$ cat src/rtl/apb_pkg.sv
// Shared definitions for the parametrised APB memory slave: FSM state
// encoding, response codes and the wait-state ceiling.
package apb_pkg;

  typedef enum logic {
    IDLE   = 1'b0,
    ACCESS = 1'b1
  } apb_state_e;

  localparam logic APB_RESP_OKAY = 1'b0;
  localparam logic APB_RESP_ERR  = 1'b1;

  localparam int APB_MAX_WAIT_STATES = 15;
  localparam int APB_WAIT_CNT_W      = 4;

endpackage

$ cat src/rtl/apb_slv_mem.sv
// DEPTH x DW storage array: synchronous write with per-byte enables,
// combinational read. Contents are deliberately not reset.
module apb_slv_mem
  import apb_pkg::*;
#(
  parameter int DW    = 8,
  parameter int AW    = 6,
  parameter int DEPTH = 64
) (
  input  logic            i_clk,
  input  logic            i_we,
  input  logic [DW/8-1:0] i_be,
  input  logic [AW-1:0]   i_waddr,
  input  logic [DW-1:0]   i_wdata,
  input  logic [AW-1:0]   i_raddr,
  output logic [DW-1:0]   o_rdata
);

  logic [DW-1:0] r_mem [DEPTH];

  // Byte-lane write; a lane with its enable low keeps its old contents.
  always_ff @(posedge i_clk) begin
    if (i_we) begin
      for (int b = 0; b < DW/8; b++) begin
        if (i_be[b]) begin
          r_mem[i_waddr][b*8 +: 8] <= i_wdata[b*8 +: 8];
        end
      end
    end
  end

  // The caller only consumes this when the address is in range.
  assign o_rdata = r_mem[i_raddr];

endmodule

$ cat src/rtl/apb_mem_slave.sv
// Parametrised APB memory slave with programmable wait states, registered
// PREADY/PRDATA/PSLVERR and out-of-range error response.
// Optional feature macro: APB_SLV_PSTRB_EN adds the PSTRB byte-lane port.
module apb_mem_slave
  import apb_pkg::*;
#(
  parameter int DATA_WIDTH  = 8,
  parameter int ADDR_WIDTH  = 7,
  parameter int DEPTH       = 64,
  parameter int WAIT_STATES = 0
) (
  input  logic                    PCLK,
  input  logic                    PRESET,
  input  logic                    PSELECT,
  input  logic                    PENABLE,
  input  logic                    PWRITE,
  input  logic [ADDR_WIDTH-1:0]   PADDR,
  input  logic [DATA_WIDTH-1:0]   PWDATA,
`ifdef APB_SLV_PSTRB_EN
  input  logic [DATA_WIDTH/8-1:0] PSTRB,
`endif
  output logic [DATA_WIDTH-1:0]   PRDATA,
  output logic                    PREADY,
  output logic                    PSLVERR
);

  localparam int NB     = DATA_WIDTH / 8;
  localparam int MEM_AW = (DEPTH > 1) ? $clog2(DEPTH) : 1;
  localparam logic [ADDR_WIDTH:0]       DEPTH_L = (ADDR_WIDTH+1)'(DEPTH);
  localparam logic [APB_WAIT_CNT_W-1:0] WAIT_L  = APB_WAIT_CNT_W'(WAIT_STATES);
  localparam logic [APB_WAIT_CNT_W-1:0] CNT_ONE = APB_WAIT_CNT_W'(1);

  apb_state_e                r_state;
  logic [APB_WAIT_CNT_W-1:0] r_cnt;
  logic [ADDR_WIDTH-1:0]     r_addr;
  logic                      r_write;
  logic [DATA_WIDTH-1:0]     r_wdata;
  logic [NB-1:0]             r_strb;
  logic                      r_ready;
  logic                      r_slverr;
  logic [DATA_WIDTH-1:0]     r_rdata;

  logic [NB-1:0]             w_strb;
  logic [ADDR_WIDTH-1:0]     w_raddr;
  logic                      w_in_range;
  logic                      w_access_ok;
  logic                      w_commit;
  logic                      w_mem_we;
  logic [DATA_WIDTH-1:0]     w_mem_rdata;
  logic [DATA_WIDTH-1:0]     w_load_rdata;

`ifdef APB_SLV_PSTRB_EN
  assign w_strb = PSTRB;
`else
  assign w_strb = '1;
`endif

  // With zero wait states the response is formed on the setup edge, before
  // the address has been captured, so the lookup follows the live bus there.
  assign w_raddr      = (r_state == IDLE) ? PADDR : r_addr;
  assign w_in_range   = ({1'b0, w_raddr} < DEPTH_L);
  assign w_access_ok  = PSELECT && PENABLE;
  assign w_commit     = !PRESET && (r_state == ACCESS) && r_ready && w_access_ok;
  assign w_mem_we     = w_commit && r_write && w_in_range;
  assign w_load_rdata = w_in_range ? w_mem_rdata : '0;

  apb_slv_mem #(
    .DW    (DATA_WIDTH),
    .AW    (MEM_AW),
    .DEPTH (DEPTH)
  ) u_mem (
    .i_clk   (PCLK),
    .i_we    (w_mem_we),
    .i_be    (r_strb),
    .i_waddr (r_addr[MEM_AW-1:0]),
    .i_wdata (r_wdata),
    .i_raddr (w_raddr[MEM_AW-1:0]),
    .o_rdata (w_mem_rdata)
  );

  // Transfer FSM: setup capture, wait countdown, response and commit/abort.
  always_ff @(posedge PCLK) begin
    if (PRESET) begin
      r_state  <= IDLE;
      r_cnt    <= '0;
      r_addr   <= '0;
      r_write  <= 1'b0;
      r_wdata  <= '0;
      r_strb   <= '0;
      r_ready  <= 1'b0;
      r_slverr <= 1'b0;
      r_rdata  <= '0;
    end else begin
      case (r_state)
        IDLE: begin
          if (PSELECT && !PENABLE) begin
            r_addr  <= PADDR;
            r_write <= PWRITE;
            r_wdata <= PWDATA;
            r_strb  <= w_strb;
            r_cnt   <= WAIT_L;
            r_state <= ACCESS;
            if (WAIT_L == '0) begin
              r_ready  <= 1'b1;
              r_slverr <= w_in_range ? APB_RESP_OKAY : APB_RESP_ERR;
              if (!PWRITE) begin
                r_rdata <= w_load_rdata;
              end
            end
          end
        end
        ACCESS: begin
          if (!w_access_ok) begin
            // Master walked away: drop the transfer without writing.
            r_state  <= IDLE;
            r_cnt    <= '0;
            r_ready  <= 1'b0;
            r_slverr <= 1'b0;
          end else if (r_ready) begin
            r_state  <= IDLE;
            r_ready  <= 1'b0;
            r_slverr <= 1'b0;
          end else if (r_cnt != '0) begin
            r_cnt <= r_cnt - CNT_ONE;
            if (r_cnt == CNT_ONE) begin
              r_ready  <= 1'b1;
              r_slverr <= w_in_range ? APB_RESP_OKAY : APB_RESP_ERR;
              if (!r_write) begin
                r_rdata <= w_load_rdata;
              end
            end
          end
        end
        default: r_state <= IDLE;
      endcase
    end
  end

  assign PRDATA  = r_rdata;
  assign PREADY  = r_ready;
  assign PSLVERR = r_slverr;

endmodule

$ cat config.mk
export PLATFORM = sky130hd
export DESIGN_NAME = apb_mem_slave
export DESIGN_NICKNAME = d
export VERILOG_FILES = /design/src/rtl/apb_pkg.sv /design/src/rtl/apb_slv_mem.sv /design/src/rtl/apb_mem_slave.sv
export SDC_FILE = /design/constraint.sdc
export NUM_CORES = 1
export LEC_CHECK = 0
export CAP_MARGIN = 40
export CORE_AREA = 2 2 188 190
export CTS_BUF_LIST = sky130_fd_sc_hd__clkbuf_2 sky130_fd_sc_hd__clkbuf_4 sky130_fd_sc_hd__clkbuf_8
export CTS_CLUSTER_DIAMETER = 60
export DETAILED_ROUTE_END_ITERATION = 16
export DIE_AREA = 0 0 190 192
export PLACE_DENSITY_LB_ADDON = 0.12
export SETUP_SLACK_MARGIN = 0.4
export SLEW_MARGIN = 40
export SYNTH_ARGS = -nofsm -noshare
export SYNTH_HDL_FRONTEND = slang
export SYNTH_SLANG_ARGS = --single-unit
$ cat constraint.sdc
create_clock -name PCLK -period 6.85 [get_ports PCLK]
set_input_delay 0.685 -clock PCLK [delete_from_list [all_inputs] [get_ports PCLK]]
set_output_delay 0.685 -clock PCLK [all_outputs]
set_load 0.01 [all_outputs]
==> run summary, run 1 <==
P_sw: 1.50 mW
Die ar.: 0.0365 sq mm
Hold Crit Class: register to register
Worst-case reg-to-reg path depth: 8
Clk pwr share: 38.6%
Area Overhead vs Synth: 10.8%
Overall power: 6.59 mW
Slew Limit Headroom: 45.3%
Root Buffer: clkbuf_8
Chip height: 192 microns
Distinct cell type count after synthesis: 50
Internal Power: 5.08 mW
Largest net degree at the start of global routing: 146
Initial drt markers: 1879
Clock buffer depth: 3
Antenna violations before repair: 0
Post-CTS Setup Inserts: 0
Slew of the pin with the lowest slew margin: 819 ps
Post-synth EDFFs: 512
Max VDD drop: 0.000213 V
Post-DR wirelength/cell: 25.3 microns
Clk_lat worst skew: 630 ps
Die W: 190 microns
Vias in the first global route: 12869
DRC violations left: 0
Core Rows: 68
Register area share after synthesis: 74.7%
Leak: 8.09 nW
Gates resized, CTS repair: 0
CTS tree: built
Mapped Nets: 1589
Fin. Hold Viols: 0
Max cap viols: 0
Starting Density: 62.5%
Port bufs: 29
RR Endpoint: PRDATA[7]
Synth warnings: 0
Setup Skew: 36.7 ps
R2R Path Start: r_state
Avg Cell Area, Syn: 13.7 sq um
Final net count: 1630
Crit-path max FO: 35
Pins Over Slew Limit: 0
Crit path from: r_state
Most common cell after layout, fill and taps aside: edfxtp_1
Yosys reg bits: 544
Ys flop type: edfxtp_1
Outcome: finished clean
Worst path arrival time: 4380 ps
First-pass GRT wire length: 80400 microns
Total global-route track usage: 30.5%
Antenna cells: 0
Final worst path period need: 3870 ps
CP startpoint kind: register
Switching Share: 22.8%
Reg power frac: 55.7%
Maximum clock frequency: 259 MHz
RSZ-0062 raised after global routing: no
GPL Wtd Cong: 0.914
Hold WS: 466 ps
Num CTS Buffers: 83
Layout cells sized above 1: 11.8%
Endpoints failing setup: 0
Worst setup EP type: register
Fraction of registers with async set/reset: 0%
DP HPWL: 32300 microns
PwrDens: 277 mW/mm^2
CP endpoint: PRDATA[7]
Clock H-tree levels: 3
Cells after Synth: 1566
Worst path required time: 7360 ps
Final worst-path cycle share: 56.5%
Drt total wl: 53900 microns
Setup_tns: 0 ps
Critical path type: register to register
Synthesized cell area: 0.0214 sq mm
Comb power frac: 5.7%
DR vias: 13426
Post-DRT Antenna Nets: 0
GRT Residual Overflow: 0
Reg2reg setup slack: 2980 ps
# IOs: 30
Most frequent cells in the layout: edfxtp_1 (512), nand2_1 (442), nand3_1 (163)
Vias per cell: 6.31
Drt pass-1 iters: 7
Clock sinks: 544
Hold Buf Count CTS: 0
Clock transition at path regs: 70 ps
Core Area: 0.0343 sq mm
-- registers in the layout, indices dropped and copies added (netlist names) --
register     flops
PRDATA           8
PREADY           1
PSLVERR          1
r_addr           7
r_cnt            4
r_state          1
r_strb           1
r_wdata          8
r_write          1
u_mem.r_mem    512
-- critical path, stage by stage (launching register included) --
cell	delay [ps]
dfxtp_2	700
mux2i_4	310
buf_4	570
and2_2	610
buf_4	480
nand3_1	170
o2111ai_1	260
a41oi_1	280
a211o_1	330
-- routing by layer --
metal | share of wire, % | track usage (%)
met1 | 40 | 44.3
met2 | 46 | 46.7
met3 | 11 | 6.12
met4 | 2.7 | 10.6
met5 | 0 | 0
-- worst min path at each step --
stage / from / to / slack (ps) / depth (start not counted)
global route: PSLVERR / PSLVERR / 480 / 2
floorplan: r_strb / r_strb / 440 / 2
detailed placement: PSLVERR / PSLVERR / 450 / 2
finish: PSLVERR / PSLVERR / 470 / 2
CTS: PSLVERR / PSLVERR / 470 / 2
global placement: PSLVERR / PSLVERR / 450 / 2
-- synthesized netlist by cell type, drive strengths merged, types with 2 or more instances --
library cell	count	area share, %
a21oi	23	0.54
mux2i	12	0.64
nand3	163	3.8
nand2	442	7.7
buf	46	1.2
or3	3	0.088
o21ai	2	0.047
xnor2	3	0.12
a41oi	14	0.57
nor2	80	1.4
or2	2	0.058
ha	3	0.18
mux2	5	0.28
dfxtp	32	3.0
nor4	3	0.088
a211o	8	0.33
a31oi	47	1.4
nand3b	5	0.18
nand2b	2	0.058
o2111ai	14	0.57
inv	5	0.088
nor3	4	0.093
mux4	26	2.7
nor2b	4	0.12
clkbuf	45	0.88
and2	3	0.088
edfxtp	512	72
a211oi	3	0.11
nand4	43	1.3
-- layout make-up --
type | instances | area [sq um]
sequential | 544 | 16000
fill | 2325 | 10500
multi-input combinational | 925 | 4990
clock buffer | 115 | 1420
timing repair buffer | 48 | 573
tap | 455 | 569
clock inverter | 35 | 145
inverter | 5 | 18.8
-- power groups by stage --
stage | clock [mW] | sequential, mW | combinational (mW)
after floorplan | 0 | 3.73 | 0.225
after global placement | 0 | 3.76 | 0.327
after detailed placement | 0 | 3.75 | 0.353
after CTS | 2.56 | 3.68 | 0.355
after global routing | 2.70 | 3.67 | 0.398
final | 2.54 | 3.67 | 0.373
-- stage by stage --
stage / util, % / std cells / setup slack (ps) / cell area [sq um]
after global placement: 64.1 / 1968 / 2680 / 22000
after CTS: 69.1 / 2124 / 3070 / 23700
final: 69.3 / 2127 / 2980 / 23800
after detailed placement: 64.6 / 1974 / 2600 / 22100
after floorplan: - / 1566 / 4350 / 21400
after global routing: 69.3 / 2127 / 2890 / 23800
-- logic make-up (layout without fill, tap and decap cells) --
| group | Yosys count | in the layout | synth area share (%) |
|---|---|---|---|
| simple gates | 760 | 760 | 15.2 |
| flops | 544 | 544 | 74.7 |
| buf+inv | 97 | 203 | 2.33 |
| compound gates | 116 | 116 | 3.83 |
| fa+ha+maj | 3 | 3 | 0.175 |
| xor+xnor | 3 | 3 | 0.123 |
| mux | 43 | 43 | 3.65 |
Power figures use the tool's default switching activity.
==> run 2: changes to the inputs <==
- CORE_AREA: 2 2 188 190 -> 2 2 196 198
- DIE_AREA: 0 0 190 192 -> 0 0 198 200
- clock period: 6.85 -> 3.3 ns (I/O delays scaled with it)
==> run 2 against run 1 <==
Net effect:
- clock skew fell by 17 ps
- clock power rose by 140%
- routed wire length rose by 1.2%
- global-route usage fell by 2.3 points
- maximum frequency rose by 39%
- flip-flop and latch count did not move
- setup slack got worse by 2500 ps
- hold slack got worse by 240 ps
- largest cell class unchanged
- critical path depth fell by 1
- combinational power rose by 120%
==> run summary, run 2 (same netlist as run 1, synthesis figures left out) <==
Outcome: finished clean
Final net count: 1729
Pins Over Slew Limit: 0
GPL Wtd Cong: 0.848
Max FFs per register: 512
Antenna violations before repair: 0
Overall power: 14.4 mW
Cell Count, Final, Fillers Out: 2288
Clk_lat worst skew: 640 ps
Crit path largest cell delay: 550 ps
Worst-case reg-to-reg path depth: 7
Endpoints failing setup: 0
Clock sinks: 544
Setup_tns: 0 ps
PwrDens: 581 mW/mm^2
Worst path arrival time: 3310 ps
Hold WS: 227 ps
Slew Limit Headroom: 44.1%
Vias in the first global route: 12942
Final worst path period need: 2780 ps
DRC violations left: 0
Hold Crit Class: input port to register
Most frequent cells in the layout: edfxtp_1 (512), nand2_1 (442), nand3_1 (163)
DP HPWL: 33600 microns
Worst min-delay path startpoint: PWDATA[0]
Leak: 8.71 nW
Placed Cells: 2128
Setup ws final: 520 ps
Root Buffer: clkbuf_8
Num CTS Buffers: 85
Post-layout util: 66.3%
Initial drt markers: 1546
Max cap viols: 0
Final worst-path cycle share: 84.3%
Area after DPL: 0.0229 sq mm
RR Endpoint: PRDATA[0]
Chip height: 200 microns
Drt total wl: 54500 microns
Cell Chain, Critical Path: mux2i_4 > buf_12 > buf_4 > mux4_2 > o2111ai_1 > a41oi_1 > a211o_1
DR vias: 13629
RSZ-0062 raised after global routing: no
Critical path type: register to register
Clock transition at path regs: 60 ps
# IOs: 30
Post-DRT Antenna Nets: 0
Clock buffer depth: 3
Worst hold path cell count: 3
Area Overhead vs Synth: 15.7%
Port bufs: 29
Fin. Hold Viols: 0
Setup Skew: 19.3 ps
Top Family by Delay on Critical Path: compound AO/OA/AOI/OAI gates
Core Area: 0.0374 sq mm
Pre-CTS setup slack: 186 ps
Worst Path Buf+Inv: 2
Core Rows: 71
Drt pass-1 iters: 5
CP max stage cell: mux4_2
Starting Density: 57.3%
Total global-route track usage: 28.2%
Slew of the pin with the lowest slew margin: 839 ps
Worst path required time: 3830 ps
Post-DR wirelength/cell: 23.8 microns
Max VDD drop: 0.000375 V
CP startpoint kind: register
Crit-path max FO: 11
CTS tree: built
Die ar.: 0.0396 sq mm
Clock H-tree levels: 3
First-pass GRT wire length: 80500 microns
Hold endpoint: r_wdata[0]
Die W: 198 microns
R2R Path Start: r_state
Vias per cell: 5.96
Most common cell after layout, fill and taps aside: edfxtp_1
Largest net degree at the start of global routing: 83
Finished Cell Area: 0.0248 sq mm
Top reg by flops: u_mem.r_mem
Antenna cells: 0
GRT Residual Overflow: 0
Worst setup EP type: register
Layout cells sized above 1: 17.7%
Hold Buf Count CTS: 0
Reg2reg setup slack: 520 ps
Maximum clock frequency: 360 MHz
-- run 2: power by group --
| part | switching, mW | internal [mW] |
|---|---|---|
| combinational | 0.551 | 0.269 |
| sequential | 0.0705 | 7.54 |
| clock | 2.60 | 3.37 |
| total | 3.23 | 11.2 |
-- run 2: how the worst max path moves through the flow --
stage / start / end / slack, ps / cells after the start
2_1_floorplan: r_cnt[0] / PRDATA[6] / 960 / 9
3_3_place_gp: r_state / PRDATA[0] / 200 / 7
3_5_place_dp: r_state / PRDATA[5] / 190 / 7
4_1_cts: r_state / PRDATA[5] / 410 / 7
5_1_grt: r_cnt[0] / PRDATA[6] / 440 / 8
6_report: r_state / PRDATA[0] / 520 / 7
-- run 2: repair_timing --
action	in CTS	in global routing
endpoints found under the hold margin	0	0
resized for setup	1	6
setup buffers	0	1
pin swaps	0	1
endpoints found under the setup margin	168	84
-- run 2: routing by layer --
layer	GRT usage (%)	wire, microns	vias up
met5	0.988	57	-
met4	9.80	1270	2
met3	6.23	4950	94
met2	43.0	25200	681
met1	40.7	23100	6751
li1	-	-	6101
-- run 2: worst reg2reg max path, cell delays in order, from the launching register on --
cell	delay, ps
dfxtp_4	470
mux2i_4	300
buf_12	180
buf_4	220
mux4_2	550
o2111ai_1	410
a41oi_1	270
a211o_1	270
-- run 2: cell type report --
class	count	area, sq um
flip-flops and latches	544	16000
fillers	2704	12600
multi-input cells	925	5000
clock buffers	122	1520
repair buffers	145	1300
well taps	511	639
clock inverters	36	295
inverters	5	18.8
